### src/rtl/ctrl_responder.sv
// ctrl_responder: request/response register slave with a three-state FSM.
// A request strobe in IDLE captures its type, address and data. After a fixed
// number of wait cycles the block responds with a one-cycle acknowledge.
//
// Register map:
//   0 CFG (RW)
//   1 DATA (RW)
//   2 SCRATCH (RW)
//   3 STATUS (RO), a count of completed transactions
//
// Ports:
//   clk     - sole clock, rising edge
//   rst     - asynchronous active-high reset
//   start_s - single-cycle request strobe
//   we_s    - request type: 1 write, 0 read
//   addr_s  - register address
//   data_s  - write data
//   ack_c   - single-cycle completion strobe
//   rdata_c - read data, nonzero only on a read acknowledge
//   err_c   - error flag, set on a write to the read-only STATUS register
//   ovr_c   - sticky overrun flag, set by a start_s while busy
//   cfg_c   - continuous copy of CFG
module ctrl_responder #(
  parameter logic [3:0] WIDTH   = 4'd8,
  parameter int         LATENCY = 2
) (
  input  logic             clk,
  input  logic             rst,
  input  logic             start_s,
  input  logic             we_s,
  input  logic [1:0]       addr_s,
  input  logic [WIDTH-1:0] data_s,
  output logic             ack_c,
  output logic [WIDTH-1:0] rdata_c,
  output logic             err_c,
  output logic             ovr_c,
  output logic [WIDTH-1:0] cfg_c
);

  typedef enum logic [1:0] {
    S_IDLE = 2'd0,
    S_WAIT = 2'd1,
    S_RESP = 2'd2
  } state_t;

  // WAIT lasts LATENCY cycles, so the counter is loaded with LATENCY-1
  localparam logic [3:0]       WAIT_LOAD = 4'(LATENCY - 1);
  localparam logic [WIDTH-1:0] STAT_ONE  = {{(WIDTH - 1){1'b0}}, 1'b1};

  state_t           r_state;
  state_t           w_state_nxt;
  logic [3:0]       r_wait_cnt;
  logic             r_we;
  logic [1:0]       r_addr;
  logic [WIDTH-1:0] r_data;
  logic [WIDTH-1:0] r_cfg;
  logic [WIDTH-1:0] r_dat;
  logic [WIDTH-1:0] r_scr;
  logic [WIDTH-1:0] r_status;
  logic             r_ack;
  logic             r_err;
  logic             r_ovr;
  logic [WIDTH-1:0] r_rdata;

  logic             w_enter_resp;
  logic             w_we_eff;
  logic [1:0]       w_addr_eff;
  logic [WIDTH-1:0] w_data_eff;
  logic [WIDTH-1:0] w_rd_mux;
  logic             w_ack_nxt;
  logic             w_err_nxt;
  logic [WIDTH-1:0] w_rdata_nxt;

  // With zero latency, RESP is entered on the capture edge itself. The
  // holding registers are still empty at that point, so use the live inputs
  // while in IDLE.
  assign w_we_eff     = (r_state == S_IDLE) ? we_s   : r_we;
  assign w_addr_eff   = (r_state == S_IDLE) ? addr_s : r_addr;
  assign w_data_eff   = (r_state == S_IDLE) ? data_s : r_data;
  assign w_enter_resp = (w_state_nxt == S_RESP);

  // FSM state register
  always_ff @(posedge clk or posedge rst) begin
    if (rst) begin
      r_state <= S_IDLE;
    end else begin
      r_state <= w_state_nxt;
    end
  end

  // FSM next-state logic
  always_comb begin
    w_state_nxt = r_state;
    case (r_state)
      S_IDLE: begin
        if (start_s) begin
          w_state_nxt = (LATENCY > 0) ? S_WAIT : S_RESP;
        end else begin
          w_state_nxt = S_IDLE;
        end
      end
      S_WAIT: begin
        if (r_wait_cnt == 4'd0) begin
          w_state_nxt = S_RESP;
        end else begin
          w_state_nxt = S_WAIT;
        end
      end
      S_RESP:  w_state_nxt = S_IDLE;
      default: w_state_nxt = S_IDLE;
    endcase
  end

  // Read mux; STATUS still holds its pre-increment value at the entry edge
  always_comb begin
    w_rd_mux = '0;
    case (w_addr_eff)
      2'd0:    w_rd_mux = r_cfg;
      2'd1:    w_rd_mux = r_dat;
      2'd2:    w_rd_mux = r_scr;
      2'd3:    w_rd_mux = r_status;
      default: w_rd_mux = '0;
    endcase
  end

  // FSM output logic: response values that are registered on entry to RESP
  always_comb begin
    w_ack_nxt   = 1'b0;
    w_err_nxt   = 1'b0;
    w_rdata_nxt = '0;
    if (w_enter_resp) begin
      w_ack_nxt = 1'b1;
      if (w_we_eff) begin
        w_err_nxt   = (w_addr_eff == 2'd3);
        w_rdata_nxt = '0;
      end else begin
        w_err_nxt   = 1'b0;
        w_rdata_nxt = w_rd_mux;
      end
    end else begin
      w_ack_nxt = 1'b0;
    end
  end

  // Request holding registers and the wait-cycle counter
  always_ff @(posedge clk or posedge rst) begin
    if (rst) begin
      r_we       <= 1'b0;
      r_addr     <= 2'd0;
      r_data     <= '0;
      r_wait_cnt <= 4'd0;
    end else begin
      if (r_state == S_IDLE && start_s) begin
        r_we       <= we_s;
        r_addr     <= addr_s;
        r_data     <= data_s;
        r_wait_cnt <= WAIT_LOAD;
      end else if (r_state == S_WAIT && r_wait_cnt != 4'd0) begin
        r_wait_cnt <= r_wait_cnt - 4'd1;
      end
    end
  end

  // Register file writes (on RESP entry) and the STATUS count (on RESP exit)
  always_ff @(posedge clk or posedge rst) begin
    if (rst) begin
      r_cfg    <= '0;
      r_dat    <= '0;
      r_scr    <= '0;
      r_status <= '0;
    end else begin
      if (w_enter_resp && w_we_eff) begin
        case (w_addr_eff)
          2'd0:    r_cfg <= w_data_eff;
          2'd1:    r_dat <= w_data_eff;
          2'd2:    r_scr <= w_data_eff;
          default: ;  // STATUS is read-only
        endcase
      end
      if (r_state == S_RESP) begin
        r_status <= r_status + STAT_ONE;
      end
    end
  end

  // Registered response outputs and the sticky overrun flag
  always_ff @(posedge clk or posedge rst) begin
    if (rst) begin
      r_ack   <= 1'b0;
      r_err   <= 1'b0;
      r_rdata <= '0;
      r_ovr   <= 1'b0;
    end else begin
      r_ack   <= w_ack_nxt;
      r_err   <= w_err_nxt;
      r_rdata <= w_rdata_nxt;
      if (start_s && r_state != S_IDLE) begin
        r_ovr <= 1'b1;
      end
    end
  end

  assign ack_c   = r_ack;
  assign err_c   = r_err;
  assign rdata_c = r_rdata;
  assign ovr_c   = r_ovr;
  assign cfg_c   = r_cfg;

endmodule

### config.mk
export PLATFORM = sky130hd
export DESIGN_NAME = ctrl_responder
export DESIGN_NICKNAME = d
export VERILOG_FILES = /design/src/rtl/ctrl_responder.sv
export SDC_FILE = /design/constraint.sdc
export NUM_CORES = 1
export LEC_CHECK = 0
export ABC_CLOCK_PERIOD_IN_PS = 3550
export BUFFER_PORTS_ARGS = -buffer_cell sky130_fd_sc_hd__buf_2
export CORE_MARGIN = 4
export CORE_UTILIZATION = 35
export CTS_CLUSTER_DIAMETER = 60
export DETAILED_ROUTE_END_ITERATION = 12
export SLEW_MARGIN = 20
export SYNTH_ARGS = -nofsm -noshare
export SYNTH_HDL_FRONTEND = slang
export SYNTH_SLANG_ARGS = --single-unit
export TNS_END_PERCENT = 5
### constraint.sdc
create_clock -name clk -period 3.55 [get_ports clk]
set_input_delay 0.355 -clock clk [delete_from_list [all_inputs] [get_ports clk]]
set_output_delay 0.355 -clock clk [all_outputs]
set_load 0.05 [all_outputs]
==> results.cfg <==
[status]
status = finished, final reports clean

[placed_design]
portBuffers = 32
numPlacedInstances = 346
dpl.hpwl_mm = 3.91
place_congestion = 0.751
post-place-ws_ns = 0.898

[drt]
wire_per_inst_microns = 15.9
remaining_drc_errors = 0
via_per_inst = 4.79
drt-initial-drc-count = 97
vias = 1729
ant_nets = 0
routed_wl_mm = 5.76
dr.pass1.iters = 4

[synthesis]
synth.cell_area_sq_mm = 0.00268
avgSynthCellArea_sq_um = 12.0
synth_warnings = 0
synth_ff_type = dfrtp_1
synth_area_leaders = dfrtp_1 56%, mux2_2 14%, nand2_1 5.2%
synthCells = 223
ys_top_cells_by_count = 60 x dfrtp_1, 37 x nand2_1, 34 x mux2_2, 20 x nor2_1
synth_top_area_share_pct = 56.0
synth_fp_nets = 239
async_flop_share_pct = 100
synth-seq-cells = 60
yosysSeqAreaShare_pct = 56.0
synth.largest_area_cell = dfrtp_1
synth_cell_types = 36
synth_edf_count = 0
yosysMostFrequentCell = dfrtp_1

[floorplanning]
dieArea_sq_mm = 0.00913
io_pins = 33
start_util_pct = 36.4
fp.dieH_microns = 95.5
num_rows = 31
core_sq_mm = 0.00737
die_w_microns = 95.5

[hold_path]
hold_path.class = input pin to asynchronous set/reset pin

[clocking]
cts.sinks = 60
root_buffer = clkbuf_8
tritoncts = yes
clock_latency_ns = 0.33
cts_resized = 0
cts_buffer_depth = 2
clkSlewWorstSetupHoldPaths_ns = 0.06
cts_made_buffers = 9
cts_setup_buffers = 0
ctsHtreeMaxLevel = 3
cts_hold_buf = 0

[critical_path]
end_kind = register
crit_chain = inv_1, ha_1, or3b_1, or4b_4, and3b_1, mux2_2
cp_slowest_stage_delay_ns = 0.58
crit_fanout = 9
critPathRequiredTime_ns = 3.76
arrival_ns = 2.88
cpMaxStageDelayCell = or4b_4
critPathKind = register to register
startpoint_type = register

[sta]
slew_headroom_pct = 45.2
fin_crit_sh_pct = 75.3
rsz0062_at_grt = no
clock_skew_ns = 0.00723
worst_slew_pin_slew_ns = 0.821
hold_viol_final = 0
slew_viol_final = 0
min_period_ns = 2.67
setup_tns_ns = 0
setup_viol = 0
worst_slack_ns = 0.877
fmax_mhz = 374

[cells_and_area]
synthToLayoutAreaGrowth_pct = 14.9
finalNonFillerCells = 361
drive_gt1_share_pct = 33.6
fin_nets = 274
antenna_cells = 0

[run]
timing.max_cap.violations = 0

[global_route]
grt_max_degree = 49
grt_usage_pct = 14.0
grt_pass1_wl_mm = 9.34
grt-ovfl-total = 0
antenna_found_initial = 0
grt_pass1_vias = 1776

[power_and_ir_drop]
total_power_mw = 2.70
p_per_area_mw_per_mm2 = 876
vdd_drop_max_uv = 385
p_leak_nw = 1.54
kinds of logic (layout without fill, tap and decap cells):
kind of cell    Yosys count  after routing  share of synthesized area, %
xor+xnor                 10             10                          3.26
buf+inv                  14             53                          2.98
mux                      43             43                          18.1
fa+ha+maj                 2              2                         0.933
compound gates           14             14                          4.38
simple gates             80             80                          14.4
flops                    60             60                          56.0
per-stage QoR:
stage / hold WS (ns) / utilization, % / instance area, sq um
2_1_floorplan: 0.440 / - / 2680
4_1_cts: 0.209 / 41.8 / 3080
3_5_place_dp: 0.445 / 39.5 / 2910
3_3_place_gp: 0.434 / 39.5 / 2910
5_1_grt: 0.211 / 41.8 / 3080
6_report: 0.159 / 41.8 / 3080
final timing paths:
check	end	start	depth (start not counted)	slack, ns
min reg2reg	ovr_c$_DFFE_PP0P_	ovr_c$_DFFE_PP0P_	1	0.46
max reg2reg	r_dat[5]$_DFFE_PP0P_	r_wait_cnt[0]$_DFFE_PP0N_	6	0.88
max in group asynchronous	r_addr[0]$_DFFE_PP0N_	rst	3	2.71
max	r_dat[5]$_DFFE_PP0P_	r_wait_cnt[0]$_DFFE_PP0N_	6	0.88
min	rdata_c[7]$_DFF_PP0_	rst	2	0.16
min in group clk	r_we$_DFFE_PP0N_	we_s	3	0.22
flip-flops by register name (all words and copies together) (netlist names):
| name | flops |
|---|---|
| err_c | 1 |
| rdata_c | 8 |
| r_addr | 2 |
| r_scr | 8 |
| r_state | 2 |
| r_we | 1 |
| r_dat | 8 |
| cfg_c | 8 |
| ack_c | 1 |
| r_data | 8 |
| r_wait_cnt | 4 |
| ovr_c | 1 |
| r_status | 8 |
metal layers:
layer,GRT usage [%],wire [microns],up-vias
li1,-,-,842
met1,18.0,2740,851
met2,22.0,2750,28
met3,3.31,172,8
met4,6.64,98,0
met5,0,0,-
report_power, final:
| group | switching, mW | leakage (nW) | internal, mW |
|---|---|---|---|
| registers | 0.160 | 0.783 | 0.912 |
| clock network | 0.251 | 0.0893 | 0.286 |
| logic | 0.693 | 0.664 | 0.399 |
worst max-delay path: cells and delay by family, from the launching register on:
kind | cells | cell delay, ns
fa+ha+maj | 1 | 0.16
buf+inv | 1 | 0.09
flops | 1 | 0.37
mux | 1 | 0.38
simple gates | 3 | 1.54
layout make-up:
cell class | instances | area, sq um
clock buffer | 13 | 159
clock inverter | 2 | 10.0
fill | 746 | 4290
inverter | 5 | 20.0
multi-input combinational | 149 | 1100
sequential | 60 | 1500
tap | 99 | 124
timing repair buffer | 33 | 168
cell usage in the layout, fill, tap and decap left out, types with 5 or more instances in the layout:
master	n
nand2_1	37
xor2_1	5
nor2_1	20
clkbuf_8	11
mux2_2	34
buf_2	32
mux2i_1	8
xnor2_1	5
a2111oi_0	8
dfrtp_1	60
(Power assumes the default switching activity.)
